### src/rtl/uart_rx_ctrl.sv
// UART receiver control stage: start detection, edge/bit counting,
// phase sequencing, checker enables and the per-frame result pulse.
module uart_rx_ctrl #(
    parameter int DATA_WIDTH = 8
) (
    input  logic       CLK,
    input  logic       RST,
    input  logic       RX_IN,
    input  logic       PAR_EN,
    input  logic [5:0] Prescale,
    input  logic       strt_glitch,
    input  logic       par_err,
    input  logic       stp_err,
    output logic [5:0] edge_cnt,
    output logic [3:0] bit_cnt,
    output logic       dat_samp_en,
    output logic       strt_chk_en,
    output logic       par_chk_en,
    output logic       stp_chk_en,
    output logic       deser_en,
    output logic       data_valid,
    output logic       frame_err
);

    typedef enum logic [2:0] {
        IDLE,
        START,
        DATA,
        PARITY,
        STOP
    } state_e;

    localparam logic [3:0] LastData = 4'(DATA_WIDTH);

    state_e     state_q;
    logic [5:0] edge_q;
    logic [5:0] edge_d;
    logic [3:0] bit_q;
    logic [3:0] bit_d;
    logic       par_q;
    logic       valid_q;
    logic       ferr_q;

    logic [5:0] edge_last;
    logic [5:0] deser_pt;
    logic       bit_end;
    logic       frame_bad;

    assign edge_last = Prescale - 6'd1;
    assign deser_pt  = (Prescale >> 1) + 6'd3;
    assign bit_end   = (edge_q == edge_last);
    // A stale parity error must not reject a frame sent without parity.
    assign frame_bad = stp_err | (PAR_EN & par_q);

    always_comb begin
        edge_d = edge_q + 6'd1;
        bit_d  = bit_q;
        if (state_q == IDLE) begin
            edge_d = '0;
            bit_d  = '0;
        end else if (bit_end) begin
            edge_d = '0;
            bit_d  = bit_q + 4'd1;
        end
    end

    always_ff @(posedge CLK) begin
        if (!RST) begin
            state_q <= IDLE;
            edge_q  <= '0;
            bit_q   <= '0;
            par_q   <= 1'b0;
            valid_q <= 1'b0;
            ferr_q  <= 1'b0;
        end else begin
            edge_q  <= edge_d;
            bit_q   <= bit_d;
            valid_q <= 1'b0;
            ferr_q  <= 1'b0;
            unique case (state_q)
                IDLE: begin
                    if (!RX_IN) state_q <= START;
                end
                START: begin
                    if (bit_end) begin
                        if (strt_glitch) begin
                            state_q <= IDLE;
                            edge_q  <= '0;
                            bit_q   <= '0;
                        end else begin
                            state_q <= DATA;
                        end
                    end
                end
                DATA: begin
                    if (bit_end && bit_q == LastData) begin
                        state_q <= PAR_EN ? PARITY : STOP;
                    end
                end
                PARITY: begin
                    if (bit_end) begin
                        par_q   <= par_err;
                        state_q <= STOP;
                    end
                end
                STOP: begin
                    if (bit_end) begin
                        state_q <= IDLE;
                        edge_q  <= '0;
                        bit_q   <= '0;
                        par_q   <= 1'b0;
                        valid_q <= ~frame_bad;
                        ferr_q  <= frame_bad;
                    end
                end
                default: state_q <= IDLE;
            endcase
        end
    end

    assign edge_cnt    = edge_q;
    assign bit_cnt     = bit_q;
    assign dat_samp_en = (state_q != IDLE);
    assign strt_chk_en = (state_q == START);
    assign par_chk_en  = (state_q == PARITY);
    assign stp_chk_en  = (state_q == STOP);
    assign deser_en    = (state_q == DATA) && (edge_q == deser_pt);
    assign data_valid  = valid_q;
    assign frame_err   = ferr_q;

endmodule

### config.mk
export PLATFORM = sky130hd
export DESIGN_NAME = uart_rx_ctrl
export DESIGN_NICKNAME = d
export VERILOG_FILES = /design/src/rtl/uart_rx_ctrl.sv
export SDC_FILE = /design/constraint.sdc
export NUM_CORES = 1
export LEC_CHECK = 0
export BUFFER_PORTS_ARGS = -buffer_cell sky130_fd_sc_hd__buf_2
export CORE_MARGIN = 4
export CORE_UTILIZATION = 40
export CTS_CLUSTER_SIZE = 14
export DETAILED_ROUTE_END_ITERATION = 8
export RECOVER_POWER = 25
export SKIP_LAST_GASP = 1
export SYNTH_ARGS = -nofsm -noshare
export SYNTH_HDL_FRONTEND = slang
export SYNTH_SLANG_ARGS = --single-unit
### constraint.sdc
create_clock -name CLK -period 3.1 [get_ports CLK]
set_input_delay 0.465 -clock CLK [delete_from_list [all_inputs] [get_ports CLK]]
set_output_delay 0.465 -clock CLK [all_outputs]
set_load 0.02 [all_outputs]
==> impl_metrics.tcl, run 1 <==
set metrics [dict create \
    status "finished clean" \
    clk_pin_slew_worst_paths_ns 0.09 \
    crit_chain "buf_2 > inv_1 > ha_1 > nor3b_1 > a211oi_1 > a21oi_1 > a21oi_1 > nor3_1 > buf_2" \
    setup_viol_count_final 0 \
    ir_drop_v 0.000165 \
    critPathMaxFanout 6 \
    busiest_layer "met2" \
    grt_util_met1 0.194 \
    io_buffers 29 \
    syn-num-nets 153 \
    maxCapViolations 0 \
    cts_setup_buffers 0 \
    clockRootBuffer "clkbuf_4" \
    synth_seq_cells 16 \
    ioPinCount 30 \
    slew_viol_final 0 \
    grt_pass1_vias 1018 \
    fin_crit_sh 0.720 \
    arrival_ns 1.77 \
    dp_hpwl_um 2080 \
    grt_max_degree 15 \
    rsz0062_at_grt "false" \
    grt_pass1_wl_um 4770 \
    layout_common_cells "buf_2 (21), dfxtp_1 (16), xnor2_1 (10)" \
    skew_ns 0.00238 \
    synth_edf_count 0 \
    synth_cells 135 \
    ys_seq_area_frac 0.269 \
    vias_per_cell 5.54 \
    max_stage_delay_ns 0.27 \
    fin_tns_setup_ns 0 \
    drt-total-wl_um 2660 \
    holdWs_ns 0.472 \
    seqCellArea_um2 320 \
    power.internal_w 0.000313 \
    core_mm2 0.00281 \
    worstMarginPinSlew_ns 0.571 \
    drtIter0Drc 48 \
    clock-sinks 16 \
    ctsResizeCount 0 \
    die_h_um 62.6 \
    crit_slowest_cell "ha_1" \
    remaining_drc_errors 0 \
    async_flop_share 0 \
    min_period_ns 2.23 \
    crit_family "simple AND/OR/NAND/NOR gates" \
    cts.htree.levels 1 \
    clock_latency_ns 0.28 \
    antenna_found_initial 0 \
    use_met2 0.238 \
    grt_overflow 0 \
    gp_congestion 0.794 \
    use_met3 0.0324 \
    final_common_cell "buf_2" \
    drt_first_pass_iters 4 \
    multi_input_area_um2 791 \
    synth_area_per_cell_um2 8.82 \
    start_kind "input port" \
    clock_power_share 0.318 \
    ant_nets 0 \
    power_density_mw_per_mm2 319 \
    drive_above_1_share 0.219 \
    start_util 0.425 \
    antenna_cells 0 \
    comb_power_share 0.187 \
    ys_warn_count 0 \
    switching_share 0.276 \
    required_ns 2.63 \
    nets 179 \
    fmax_mhz 448 \
    synth_top_flop_cell "dfxtp_1" \
    p_leak_nw 0.543 \
    die-area_mm2 0.00392 \
    relSlewSlack 0.618 \
    vias 1059 \
    wl_per_cell_um 13.9 \
    holdCritPathClass "in2reg" \
    cts_tree "built" \
    crit_buf_inv 3 \
    crit_type "in2out" \
    cp-end-kind "primary output" \
    hold_buffers 0 \
    synthesis.area_mm2 0.00119 \
    clock_path_buffers 2 \
    syn_to_final_growth_pct 13.4 \
    p_seq_frac 0.495 \
    hold_violations 0 \
    std_cell_rows 19 \
    numCtsBuffers 3 \
    grt.total_usage 0.145 \
    die_w_um 62.6 \
    n_fill_cell 284 \
    ys_types 43 \
    switchingPower_w 0.000119 \
]
## worst paths after layout
check / slack [ns] / endpoint / startpoint / cells past startpoint
min reg2reg: 0.51 / par_q / par_q / 1
min: 0.47 / data_valid / stp_err / 3
max reg2reg: 1.25 / state_q[0] / edge_cnt[4] / 5
max: 0.87 / deser_en / Prescale[1] / 9
## through the flow
stage	instances	utilization	worst slack, ns	instance area, um2	total power (W)
floorplan	135	-	0.938	1190	0.000277
detailed placement	187	0.472	0.792	1330	0.000300
global route	191	0.482	0.723	1350	0.000457
finish	191	0.482	0.867	1350	0.000432
CTS	191	0.485	0.845	1360	0.000439
global placement	187	0.472	0.880	1330	0.000297
## layer usage
metal	wire length, um	part of all wire	up-vias
li1	-	-	542
met3	160	0.060	2
met1	1270	0.48	481
met5	0	0	-
met4	14	0.0053	0
met2	1220	0.46	34
## state kept, by name, summed over array words and instances (netlist names)
| name | flops |
|---|---|
| data_valid | 1 |
| frame_err | 1 |
| state_q | 3 |
| par_q | 1 |
| edge_cnt | 6 |
| bit_cnt | 4 |
## cells by family after synthesis
kind of cell	share of synthesized area
flip-flops	0.269
buffers and inverters	0.0672
AO/OA/AOI/OAI	0.199
AND/OR/NAND/NOR	0.264
multiplexers	0.0168
XOR/XNOR	0.132
adder cells (fa/ha/maj)	0.0525
## worst min-delay path: stages
cell and delay (ns):
buf_2 0.08, a21oi_1 0.04, nor4b_1 0.13
## power by group through the flow
stage | Combinational [W] | Clock [W] | Sequential [W]
after global placement | 0.0000791 | 0 | 0.000218
after detailed placement | 0.0000814 | 0 | 0.000218
after floorplan | 0.0000603 | 0 | 0.000217
after global routing | 0.0000912 | 0.000151 | 0.000215
after CTS | 0.0000816 | 0.000143 | 0.000214
final | 0.0000807 | 0.000137 | 0.000214
## layout make-up
cell class              count  area share
multi-input cells         103       0.585
flip-flops and latches     16       0.237
repair buffers             29       0.100
well taps                  31      0.0287
clock buffers               4      0.0269
inverters                   8      0.0222
## Yosys cell counts, drive strengths merged (3+ instances only)
| cell | number | share of area |
|---|---|---|
| a31oi | 6 | 0.044 |
| xor2 | 8 | 0.059 |
| nor3b | 3 | 0.023 |
| nor4b | 4 | 0.035 |
| inv | 8 | 0.025 |
| ha | 5 | 0.053 |
| nand3 | 6 | 0.025 |
| nor2b | 3 | 0.016 |
| xnor2 | 10 | 0.074 |
| o21ai | 4 | 0.017 |
| nor3 | 7 | 0.029 |
| dfxtp | 16 | 0.27 |
| nor4 | 3 | 0.016 |
| nand2 | 8 | 0.025 |
| a21oi | 4 | 0.017 |
| nor2 | 6 | 0.033 |
| buf | 6 | 0.036 |
Power figures use the tool's default switching activity.
==> inputs of run 2 (changes only) <==
==> constraint.sdc (replaced) <==
create_clock -name CLK -period 2.3 [get_ports CLK]
set_input_delay 0.345 -clock CLK [delete_from_list [all_inputs] [get_ports CLK]]
set_output_delay 0.345 -clock CLK [all_outputs]
set_load 0.02 [all_outputs]
==> impl_metrics.tcl, run 2 (synthesis results as in run 1) <==
set metrics [dict create \
    io_buffers 29 \
    setup_ws_ns 0.250 \
    rsz0062_at_grt "false" \
    antenna_found_initial 0 \
    dp_hpwl_um 2110 \
    rrSetupSlack_ns 0.47 \
    slew_viol_final 0 \
    grt_pass1_wl_um 4760 \
    status "finished clean" \
    ant_nets 0 \
    clock_latency_ns 0.28 \
    remaining_drc_errors 0 \
    p_leak_nw 0.543 \
    relSlewSlack 0.612 \
    critPathMaxFanout 6 \
    core_mm2 0.00281 \
    vias_per_cell 5.65 \
    r2r.worst_path.cells 5 \
    setup_viol_count_final 0 \
    ioPinCount 30 \
    clk_pin_slew_worst_paths_ns 0.09 \
    skew_ns 0.000689 \
    hold_violations 0 \
    rr_endpoint "state_q[1]" \
    die-area_mm2 0.00392 \
    holdCritPathClass "in2reg" \
    crit_chain "xnor2_1 > nor4b_1 > nand3_1 > nor3_1 > buf_2" \
    required_ns 1.96 \
    grt_overflow 0 \
    hold_buffers 0 \
    gp_congestion 0.798 \
    crit_type "reg2out" \
    start_kind "flop" \
    drt-total-wl_um 2660 \
    min_period_ns 2.05 \
    cts.htree.levels 1 \
    grt_max_degree 15 \
    largest_register_ff_count 6 \
    whs_path_depth 3 \
    cts_tree "built" \
    nets 179 \
    min_to "data_valid" \
    fin_cells 191 \
    cts_setup_buffers 0 \
    fin_crit_sh 0.891 \
    power_density_mw_per_mm2 429 \
    cp-end-kind "primary output" \
    clock-sinks 16 \
    layout_common_cells "buf_2 (21), dfxtp_1 (16), xnor2_1 (10)" \
    fmax_mhz 488 \
    max_stage_delay_ns 0.48 \
    fin_tns_setup_ns 0 \
    syn_to_final_growth_pct 13.4 \
    drtIter0Drc 83 \
    dpl.cell_count 187 \
    numCtsBuffers 3 \
    worstMarginPinSlew_ns 0.581 \
    vias 1079 \
    die_w_um 62.6 \
    wl_per_cell_um 13.9 \
    grt.total_usage 0.144 \
    final_common_cell "buf_2" \
    drive_above_1_share 0.219 \
    ctsResizeCount 0 \
    ir_drop_v 0.000336 \
    grt_pass1_vias 1058 \
    maxCapViolations 0 \
    drt_first_pass_iters 4 \
    clock_path_buffers 2 \
    antenna_cells 0 \
    crit_slowest_cell "dfxtp_1" \
    place_ws_ns 0.134 \
    hp-start "stp_err" \
    die_h_um 62.6 \
    std_cell_rows 19 \
    power_w 0.000580 \
    start_util 0.425 \
    clockRootBuffer "clkbuf_4" \
    r2r_start "edge_cnt[2]" \
    arrival_ns 1.71 \
]
-- run 2: cell counts in the layout (fill, tap and decap cells not counted) --
No cell type changed its count.
-- run 2: critical path, delay by kind of cell, from the launching register on --
family / cells / cell delay, ns
xor+xnor: 1 / 0.13
buf+inv: 1 / 0.19
flops: 1 / 0.48
simple gates: 3 / 0.64
-- run 2: per-stage QoR --
step / instance area, um2 / utilization / hold WS [ns]
finish: 1350 / 0.482 / 0.359
global route: 1350 / 0.482 / 0.359
CTS: 1360 / 0.485 / 0.355
detailed placement: 1330 / 0.472 / 0.492
global placement: 1330 / 0.472 / 0.491
floorplan: 1190 / - / 0.469
-- run 2: cell type report --
cell class	instances	area (um2)
Clock buffer	4	36.3
Fill cell	287	1450
Inverter	8	30.0
Multi-Input combinational cell	103	791
Sequential cell	16	320
Tap cell	31	38.8
Timing Repair Buffer	29	135
-- run 2: worst max path at each step --
stage	from	end	depth (start not counted)
after floorplan	Prescale[1]	deser_en	7
final	edge_cnt[0]	deser_en	5
after global placement	Prescale[1]	state_q[1]	8
after detailed placement	Prescale[1]	state_q[1]	8
after CTS	edge_cnt[0]	deser_en	5
after global routing	edge_cnt[0]	deser_en	5
-- run 2: report_power, final --
group / total, W / internal [W] / switching [W]
registers: 0.000288 / 0.000280 / 0.00000838
logic: 0.000109 / 0.0000451 / 0.0000638
clock network: 0.000183 / 0.0000962 / 0.0000866
-- run 2: metal layers --
metal	share of wire	global-route usage
met3	0.082	0.0414
met1	0.46	0.183
met4	0.0045	0.0248
met2	0.45	0.244
met5	0	0
